File: src/rtl/hrtf_pkg.sv
// Shared types and helpers for the HRTF coefficient address sequencer.
//   state_e      : sequencer FSM states
//   idx_width    : index width for a count, at least one bit
//   pack_addr    : concatenates {ch, angle, tap} into a zero-extended word
package hrtf_pkg;

  typedef enum logic [1:0] {
    ST_IDLE = 2'd0,
    ST_RUN  = 2'd1,
    ST_DONE = 2'd2
  } state_e;

  // Width needed to index n items; a single item still gets one bit.
  function automatic int unsigned idx_width(input int unsigned n);
    return (n <= 32'd2) ? 32'd1 : 32'($clog2(n));
  endfunction

  // Coefficient address layout: {zero-pad, ch, angle, tap}.
  function automatic logic [63:0] pack_addr(input logic [31:0]  ch,
                                            input logic [31:0]  ang,
                                            input logic [31:0]  tap,
                                            input int unsigned  ang_w,
                                            input int unsigned  tap_w);
    return (64'(ch) << (ang_w + tap_w)) | (64'(ang) << tap_w) | 64'(tap);
  endfunction

endpackage

File: src/rtl/hrtf_tap_counter.sv
// Nested tap/channel counter for the HRTF address sequencer.
// Ports:
//   clk, reset_n    : clock, synchronous active-low reset
//   load            : restart at ch=0, tap=0 (has priority over en)
//   en              : advance one tap; tap wrap advances the channel
//   tap, ch         : current position (registered)
//   tap_first_c     : tap == 0
//   tap_last_c      : tap == NUM_TAPS-1
//   wrap_all_c      : last tap of last channel
module hrtf_tap_counter #(
  parameter int unsigned NUM_TAPS = 128,
  parameter int unsigned NUM_CH   = 2,
  parameter int unsigned TAP_W    = 7,
  parameter int unsigned CH_W     = 1
) (
  input  logic             clk,
  input  logic             reset_n,
  input  logic             load,
  input  logic             en,
  output logic [TAP_W-1:0] tap,
  output logic [CH_W-1:0]  ch,
  output logic             tap_first_c,
  output logic             tap_last_c,
  output logic             wrap_all_c
);

  logic ch_last_c;

  assign tap_first_c = (tap == '0);
  assign tap_last_c  = (tap == TAP_W'(NUM_TAPS - 1));
  assign ch_last_c   = (ch  == CH_W'(NUM_CH - 1));
  assign wrap_all_c  = tap_last_c && ch_last_c;

  // Tap counts fastest; channel steps on each tap wrap and wraps after the last channel.
  always_ff @(posedge clk) begin
    if (!reset_n) begin
      tap <= '0;
      ch  <= '0;
    end else if (load) begin
      tap <= '0;
      ch  <= '0;
    end else if (en) begin
      if (tap_last_c) begin
        tap <= '0;
        ch  <= ch_last_c ? '0 : ch + CH_W'(1);
      end else begin
        tap <= tap + TAP_W'(1);
      end
    end
  end

endmodule

File: src/rtl/hrtf_addr_sequencer.sv
// Multi-channel HRTF coefficient address sequencer. On each accepted sample
// trigger it walks NUM_CH*NUM_TAPS consecutive coefficient addresses for the
// latched angle, tagging first/last taps for the FIR MAC.
// Optional feature macro: HRTF_PENDING_TRIGGER_EN (one-deep pending trigger slot).
// Ports:
//   clk, reset_n   : clock, synchronous active-low reset
//   start_trigger  : one-cycle sample strobe
//   angle_index    : requested angle, sampled when a trigger is accepted
//   clr_overrun    : clears overrun (a same-cycle set wins)
//   bram_addr      : {zero-pad, ch, angle, tap}; holds when addr_valid=0
//   addr_valid     : address valid / MAC enable
//   ch_idx         : channel of the current address
//   tap_first      : first tap of a channel (accumulator clear)
//   tap_last       : last tap of a channel (result capture)
//   conv_done      : one-cycle pulse after the final address
//   busy           : run or done phase in progress
//   angle_err      : sticky, an out-of-range angle was accepted and clamped
//   overrun        : sticky, a trigger was dropped
module hrtf_addr_sequencer
  import hrtf_pkg::*;
#(
  parameter  int unsigned NUM_TAPS   = 128,
  parameter  int unsigned NUM_ANGLES = 256,
  parameter  int unsigned NUM_CH     = 2,
  parameter  int unsigned ADDR_W     = 16,
  localparam int unsigned TAP_W      = idx_width(NUM_TAPS),
  localparam int unsigned ANG_W      = idx_width(NUM_ANGLES),
  localparam int unsigned CH_W       = idx_width(NUM_CH)
) (
  input  logic              clk,
  input  logic              reset_n,
  input  logic              start_trigger,
  input  logic [ANG_W-1:0]  angle_index,
  input  logic              clr_overrun,
  output logic [ADDR_W-1:0] bram_addr,
  output logic              addr_valid,
  output logic [CH_W-1:0]   ch_idx,
  output logic              tap_first,
  output logic              tap_last,
  output logic              conv_done,
  output logic              busy,
  output logic              angle_err,
  output logic              overrun
);

  if (ADDR_W < CH_W + ANG_W + TAP_W) begin : g_addr_w_check
    $error("hrtf_addr_sequencer: ADDR_W too narrow for {ch, angle, tap}");
  end

  state_e            state_q, state_d;
  logic [ANG_W-1:0]  angle_q;
  logic [ANG_W-1:0]  angle_d;
  logic [ANG_W-1:0]  angle_clamp_c;
  logic              ang_oob_c;
  logic              angle_ld;
  logic              err_set;
  logic              drop;
  logic              cnt_load;
  logic              cnt_en;
  logic [TAP_W-1:0]  tap;
  logic [CH_W-1:0]   ch;
  logic              tap_first_c;
  logic              tap_last_c;
  logic              wrap_all_c;
  logic              run_c;

  assign ang_oob_c     = (32'(angle_index) >= NUM_ANGLES);
  assign angle_clamp_c = ang_oob_c ? ANG_W'(NUM_ANGLES - 1) : angle_index;
  assign run_c         = (state_q == ST_RUN);

  hrtf_tap_counter #(
    .NUM_TAPS (NUM_TAPS),
    .NUM_CH   (NUM_CH),
    .TAP_W    (TAP_W),
    .CH_W     (CH_W)
  ) u_tap_counter (
    .clk         (clk),
    .reset_n     (reset_n),
    .load        (cnt_load),
    .en          (cnt_en),
    .tap         (tap),
    .ch          (ch),
    .tap_first_c (tap_first_c),
    .tap_last_c  (tap_last_c),
    .wrap_all_c  (wrap_all_c)
  );

`ifdef HRTF_PENDING_TRIGGER_EN
  logic              pend_q;
  logic [ANG_W-1:0]  pend_angle_q;
  logic              pend_set;
  logic              pend_clr;
`endif

  // State register
  always_ff @(posedge clk) begin
    if (!reset_n) state_q <= ST_IDLE;
    else          state_q <= state_d;
  end

  // Next state and control strobes
  always_comb begin
    state_d  = state_q;
    cnt_load = 1'b0;
    cnt_en   = 1'b0;
    angle_ld = 1'b0;
    angle_d  = angle_clamp_c;
    err_set  = 1'b0;
    drop     = 1'b0;
`ifdef HRTF_PENDING_TRIGGER_EN
    pend_set = 1'b0;
    pend_clr = 1'b0;
`endif
    unique case (state_q)
      ST_IDLE: begin
        if (start_trigger) begin
          state_d  = ST_RUN;
          cnt_load = 1'b1;
          angle_ld = 1'b1;
          err_set  = ang_oob_c;
        end
      end
      ST_RUN: begin
        cnt_en = 1'b1;
        if (wrap_all_c) state_d = ST_DONE;
        if (start_trigger) begin
`ifdef HRTF_PENDING_TRIGGER_EN
          if (pend_q) begin
            drop = 1'b1;
          end else begin
            pend_set = 1'b1;
            err_set  = ang_oob_c;
          end
`else
          drop = 1'b1;
`endif
        end
      end
      ST_DONE: begin
        state_d = ST_IDLE;
`ifdef HRTF_PENDING_TRIGGER_EN
        // Chain straight into the next run so back-to-back samples have no gap.
        if (pend_q) begin
          state_d  = ST_RUN;
          cnt_load = 1'b1;
          angle_ld = 1'b1;
          angle_d  = pend_angle_q;
          pend_clr = 1'b1;
          drop     = start_trigger;
        end else if (start_trigger) begin
          state_d  = ST_RUN;
          cnt_load = 1'b1;
          angle_ld = 1'b1;
          err_set  = ang_oob_c;
        end
`else
        drop = start_trigger;
`endif
      end
      default: state_d = ST_IDLE;
    endcase
  end

`ifdef HRTF_PENDING_TRIGGER_EN
  // One-deep pending slot; the first stored angle is kept until consumed.
  always_ff @(posedge clk) begin
    if (!reset_n) begin
      pend_q       <= 1'b0;
      pend_angle_q <= '0;
    end else if (pend_set) begin
      pend_q       <= 1'b1;
      pend_angle_q <= angle_clamp_c;
    end else if (pend_clr) begin
      pend_q       <= 1'b0;
    end
  end
`endif

  // Angle latch and sticky status flags
  always_ff @(posedge clk) begin
    if (!reset_n) begin
      angle_q   <= '0;
      angle_err <= 1'b0;
      overrun   <= 1'b0;
    end else begin
      if (angle_ld) angle_q <= angle_d;
      if (err_set)  angle_err <= 1'b1;
      if (drop)             overrun <= 1'b1;
      else if (clr_overrun) overrun <= 1'b0;
    end
  end

  // Output register stage: one cycle behind the FSM/counter position.
  always_ff @(posedge clk) begin
    if (!reset_n) begin
      bram_addr  <= '0;
      addr_valid <= 1'b0;
      ch_idx     <= '0;
      tap_first  <= 1'b0;
      tap_last   <= 1'b0;
      conv_done  <= 1'b0;
      busy       <= 1'b0;
    end else begin
      addr_valid <= run_c;
      tap_first  <= run_c && tap_first_c;
      tap_last   <= run_c && tap_last_c;
      conv_done  <= (state_q == ST_DONE);
      busy       <= (state_q != ST_IDLE);
      if (run_c) begin
        bram_addr <= ADDR_W'(pack_addr(32'(ch), 32'(angle_q), 32'(tap), ANG_W, TAP_W));
        ch_idx    <= ch;
      end
    end
  end

endmodule

File: config.mk
export PLATFORM = sky130hd
export DESIGN_NAME = hrtf_addr_sequencer
export DESIGN_NICKNAME = d
export VERILOG_FILES = /design/src/rtl/hrtf_pkg.sv /design/src/rtl/hrtf_tap_counter.sv /design/src/rtl/hrtf_addr_sequencer.sv
export SDC_FILE = /design/constraint.sdc
export NUM_CORES = 1
export LEC_CHECK = 0
export ABC_AREA = 1
export BUFFER_PORTS_ARGS = -buffer_cell sky130_fd_sc_hd__buf_4
export CAP_MARGIN = 10
export CORE_UTILIZATION = 45
export DETAILED_ROUTE_END_ITERATION = 10
export GPL_TIMING_DRIVEN = 0
export PLACE_DENSITY = 0.69
export SETUP_SLACK_MARGIN = 0.15
export SLEW_MARGIN = 20
export SYNTH_ARGS = -nofsm -noshare
export SYNTH_HDL_FRONTEND = slang
export SYNTH_SLANG_ARGS = --single-unit
File: constraint.sdc
create_clock -name clk -period 2.8 [get_ports clk]
set_input_delay 0.42 -clock clk [delete_from_list [all_inputs] [get_ports clk]]
set_output_delay 0.42 -clock clk [all_outputs]
set_load 0.1 [all_outputs]
## After elaboration in Yosys (flattened, before gate mapping)

Cells that the tools add are included.

| operators by class | value |
|---|---|
| reduce and logical (&&, ||, !) cells | 10 |
| multiplexer cells | 11 |
| div/mod/pow operators | 0 |
| $lt $le $gt $ge | 0 |
| add/sub/neg operators | 2 |
| bitwise operators | 3 |
| multiply operators | 0 |
| shifts and indexed selects | 0 |
| equality and inequality tests | 5 |

Operator list:

| cell | count |
|---|---|
| $or 16x15->16 | 1 |
| $or 16x7->16 | 1 |
| $add 7x1->7 const B | 1 |
| $eq 7x7->1 const B | 1 |
| $logic_not 7->1 | 1 |
| $mux 7 | 1 |
| $mux 1 | 6 |
| $mux 2 | 2 |
| $pmux 2 s2 | 1 |
| $reduce_and 2->1 | 2 |
| $reduce_bool 2->1 | 2 |
| $logic_and 1x1->1 | 3 |
| $eq 2x1->1 const B | 1 |
| $eq 2x2->1 const B | 1 |
| $logic_not 2->1 | 1 |
| $ne 2x1->1 const B | 1 |
| $ne 2x2->1 const B | 1 |
| $pmux 1 s2 | 1 |
| $reduce_or 2->1 | 1 |
| $add 1x1->1 const B | 1 |
| $not 1->1 | 1 |

| storage, ports and cells | value |
|---|---|
| memories | 0 |
| logic and storage cells | 43 |
| memory bits (writable) | 0 |
| output and inout bits | 24 |
| bits in latches | 0 |
| register bits after elaboration | 41 |
| ROM bits | 0 |

## Longest topological paths before layout

| depth | value |
|---|---|
| depth after elaboration | 4 |
| gate-level depth with buffers | 10 |
| depth with buffers taken out | 9 |

## By module

Synthesis repeated with hierarchy kept, for this count alone.

| second synthesis, totals | value |
|---|---|
| cell total of the unflattened synthesis | 211 |
| area, all modules | 1,677.9 um^2 |

Modules (own cells, without submodules):

| module | instances | cells each | seq. area each (um^2) | area each (um^2) |
|---|---|---|---|---|
| hrtf_addr_sequencer | 1 | 151 | 640.6 | 1,261.2 |
| hrtf_tap_counter | 1 | 60 | 160.2 | 416.6 |

## Least setup slack after synthesis

No wires, ideal clock.

| timing | value |
|---|---|
| path kind | register -> output |
| from | reg bram_addr[15] |
| to | out bram_addr[15] |
| arrival time | 1.374 ns |
| path buffers | 1 |
| required time | 2.380 ns |
| slack | 1.006 ns |
| cell stages (with the launch flop) | 2 |
| cells stage by stage | dfxtp_1 buf_4 |

RTL lines:

| element | RTL line | source |
|---|---|---|
| start: declaration | hrtf_addr_sequencer.sv:35 | `output logic [ADDR_W-1:0] bram_addr,` |
| start signal: assignment | hrtf_addr_sequencer.sv:210 | `bram_addr <= ADDR_W'(pack_addr(32'(ch), 32'(angle_q), 32'(tap), ANG_W, TAP_W));` |

No word-level cell between the ends.

## Worst setup path after layout

| timing | value |
|---|---|
| from | reg bram_addr[15] |
| to | out bram_addr[15] |

No word-level cell between the ends.

==> results by stage <==
Outcome:
- The flow ran to the end, and the final reports show no timing, DRC or antenna violations.

Final layout:
- The final antenna diode count is 0.
- The most common cell after layout, fill and taps aside is sky130_fd_sc_hd__nor2_1.
- The count of fill cells added during filler insertion is 305.
- The post-route netlist has 22.5% of its cells at a drive strength greater than 1.
- Relative to the synthesized area, the layout overhead comes to 23.8%.
- The number of standard cells in the layout, taps in and fillers out is 284.
- The library cells used most frequently in the layout, excluding fill and tap cells, are 44 x sky130_fd_sc_hd__nor2_1, 40 x sky130_fd_sc_hd__dfxtp_1, 38 x sky130_fd_sc_hd__buf_4, 29 x sky130_fd_sc_hd__nand2_1, 20 x sky130_fd_sc_hd__o21ai_0.
- The final net count is 257.

CTS:
- Clock-pin slew was measured on the worst setup and hold paths at 0.10 ns.
- The quantity of hold-fixing buffers added after cts is 0.
- The tree is rooted in a sky130_fd_sc_hd__clkbuf_4.
- The number of clock buffers inserted by TritonCTS is 5.
- The clock passes through at most 2 buffers.
- The source-to-sink clock delay at the later pin of the worst-skew pair is 0.34 ns.
- Once the clock tree was built, the resizer swapped 0 gates to a different size.
- The tree built by TritonCTS fans out to 40 sinks.
- Post-CTS timing repair inserted 0 buffers for setup.
- TritonCTS built the clock tree.
- In this run the number of H-tree levels came out at 2.

Hold path:
- The worst hold path begins at clr_overrun.
- The worst hold path belongs to the class input port to flop.

Drt:
- Before antenna repair, the detailed router went through 4 iterations.
- For this run, design rule violations remaining after detail routing come to 0.
- Detailed routing placed a total of 159 um of wire on met3.
- The routed design has 3030 um of wire.
- In the routed layout, each cell is associated on average with a via count of 4.74.
- The DRC marker count from the first detailed-route iteration is 35.
- The detailed router used layers up to and including met4.
- The wire length per cell after detailed routing is 10.7 um.
- The remaining number of nets flagged by the antenna check after routing is 0.
- The met2 layer wire length in the routed design is 1360 um.
- The routed metal-1 wirelength is 1470 um.
- The routed layout has 1347 vias.

Floorplanning:
- Once the floorplan was initialized, standard cells occupied 49.2% of the core.
- The core area is 3150 sq um.
- The chip height is 60.7 um.
- The floorplan step defined a die boundary enclosing 3690 sq um.
- The x dimension of the die is 60.7 um.
- The floorplan has 20 rows.
- The I/O pin count is 36.

Setup path:
- Along the worst path, the maximum fanout reaches 3.
- On the critical path the largest part of the delay comes from buffers and inverters.
- In this run the worst setup path terminates at bram_addr[15].
- The slowest stage cell on the critical path is sky130_fd_sc_hd__dfxtp_1.
- The startpoint of the worst setup timing path is bram_addr[15].
- Traced cell by cell, the critical path runs through buf_4 > buf_4.
- Counting cells, the worst reg-to-reg path comes to 7.
- Counting stages on the worst path, the most repeated cell is sky130_fd_sc_hd__buf_4.
- The data required time of the critical path is 2.38 ns.
- STA puts the critical path data arrival time at 1.10 ns.
- The critical path crosses 2 cells after its start point.
- The startpoint identified for the worst register-to-register timing path is state_q[0].
- The critical path class is flop to output pin.
- The end of the worst register-to-register path is u_tap_counter.tap[3].
- The sum of buffers and inverters on the critical path is 2.
- The worst setup slack for register-to-register paths is 1.35 ns.
- The type of element launching the critical path is a flop.
- The worst setup path is captured at an output pin.
- The largest single stage delay on the critical path is 0.37 ns.

STA:
- The achievable clock frequency is 659 MHz.
- After routing, the total negative slack on setup checks comes to 0 ns.
- Setup repair after global routing left no endpoint under its margin.
- The final number of max-transition violations is 0.
- Setup violations remaining at the end of the flow were counted as 0.
- The final worst slack is 1.28 ns.
- The clock skew is 0.00506 ns.
- After layout, the minimum clock period comes to 1.52 ns.
- The number of failing hold endpoints at the final stage is 0.
- In the finished design, the share of the clock period the worst path needs comes to 54.2%.

Power:
- Across the VDD grid, the largest voltage drop is 447 uV.
- The final total power is 1730 uW.
- The power density of the placed cells is 899 nW/um^2.
- For this design the static power due to leakage is 0.000897 uW.

Placed design:
- The final RePlAce weighted congestion is 0.862.
- Summed over all nets, the half-perimeter wirelength after detailed placement is 2210 um.
- The port buffer count is 34.
- Timing analysis after detailed placement gives a worst setup slack of 1.39 ns.
- The number of placed cells counting well taps is 276.

Logic synthesis:
- The net count after synthesis is 216.
- During synthesis, Yosys emitted a total of 0 warnings.
- After synthesis the netlist holds a flip-flop and latch count of 40.
- The sequential share of the synthesized area is 51.6%.
- The instance count of the mapped netlist is 198.
- The post-synthesis instance area is 1550 sq um.
- Yosys mapped the design onto 23 distinct sky130hd cell types.
- The average cell area after synthesis is 7.84 sq um.

GRT:
- The initial antenna violation count is 0.
- For this run the aggregate overflow at the end of global routing stands at 0.
- The number of global-route vias before repair is 1109.
- The pin count of the biggest net entering global routing is 12.
- The first global-routing pass estimated 4970 um of wire.
- The all-layer global routing usage is 18.8%.

Flow run:
- The number of max-cap violations is 0.
## tightest hold or removal path, delay by kind of cell
family	cells	cell delay (ns)
AO/OA/AOI/OAI	1	0.05
buffers and inverters	2	0.10
AND/OR/NAND/NOR	1	0.04
## cells in the mapped netlist
cell / n / area share, %
sky130_fd_sc_hd__a211oi_1: 1 / 0.48
sky130_fd_sc_hd__a21oi_1: 11 / 3.5
sky130_fd_sc_hd__buf_2: 3 / 0.97
sky130_fd_sc_hd__buf_4: 4 / 1.9
sky130_fd_sc_hd__clkbuf_1: 1 / 0.24
sky130_fd_sc_hd__conb_1: 1 / 0.24
sky130_fd_sc_hd__dfxtp_1: 40 / 52
sky130_fd_sc_hd__ha_1: 6 / 4.8
sky130_fd_sc_hd__inv_1: 19 / 4.6
sky130_fd_sc_hd__inv_2: 1 / 0.24
sky130_fd_sc_hd__nand2_1: 29 / 7.0
sky130_fd_sc_hd__nand2_2: 2 / 0.81
sky130_fd_sc_hd__nand3_1: 4 / 1.3
sky130_fd_sc_hd__nand4_1: 1 / 0.40
sky130_fd_sc_hd__nor2_1: 44 / 11
sky130_fd_sc_hd__nor2_2: 3 / 1.2
sky130_fd_sc_hd__nor3_1: 2 / 0.64
sky130_fd_sc_hd__nor3_2: 1 / 0.64
sky130_fd_sc_hd__nor4_1: 1 / 0.40
sky130_fd_sc_hd__o211a_1: 1 / 0.64
sky130_fd_sc_hd__o21ai_0: 20 / 6.4
sky130_fd_sc_hd__o21ai_1: 2 / 0.64
sky130_fd_sc_hd__xor2_1: 1 / 0.56
## final cells by class
class | count | area [sq um] | share of cell area, %
flip-flops and latches | 40 | 801 | 41.7
inverters | 20 | 75.1 | 3.91
well taps | 44 | 55.1 | 2.86
plain buffers | 8 | 48.8 | 2.54
multi-input cells | 130 | 628 | 32.7
repair buffers | 34 | 255 | 13.3
clock buffers | 8 | 58.8 | 3.06
## metal layers
metal	up-vias	GRT usage, %
met3	6	7.25
met5	-	0
met1	611	23.5
li1	701	-
met2	29	29.5
met4	0	6.82
## cells by family after synthesis
logic type / Yosys count / share of synthesized area (%)
flops: 40 / 51.6
fa+ha+maj: 6 / 4.83
other cells: 1 / 0.242
xor+xnor: 1 / 0.564
buf+inv: 28 / 7.98
simple gates: 87 / 23.0
compound gates: 35 / 11.8
## state kept, by name, summed over array words and instances (netlist names)
register and flops:
addr_valid 1, angle_q 8, bram_addr 16, busy 1, conv_done 1, overrun 1, state_q 2, tap_first 1
tap_last 1, u_tap_counter.ch 1, u_tap_counter.tap 7
## worst min-delay path by stage
| stage | endpoint | slack [ns] | cells after the start |
|---|---|---|---|
| after floorplan | u_tap_counter.ch | 0.45 | 2 |
| after global placement | bram_addr[3] | 0.45 | 2 |
| after detailed placement | bram_addr[1] | 0.46 | 2 |
| after CTS | overrun | 0.30 | 4 |
| after global routing | overrun | 0.30 | 4 |
| final | overrun | 0.32 | 4 |
## report_power, final
group	switching (uW)	internal [uW]	total [uW]
combinational	585	163	748
sequential	39.0	645	684
clock	171	124	295
total	795	932	1730
## through the flow
step                hold slack, ns  utilization [%]  cell area (sq um)
global placement             0.451             59.1               1860
detailed placement           0.455             59.1               1860
finish                       0.319             61.0               1920
floorplan                    0.452                -               1550
CTS                          0.304             61.0               1920
global route                 0.299             61.0               1920
(Power assumes the default switching activity.)
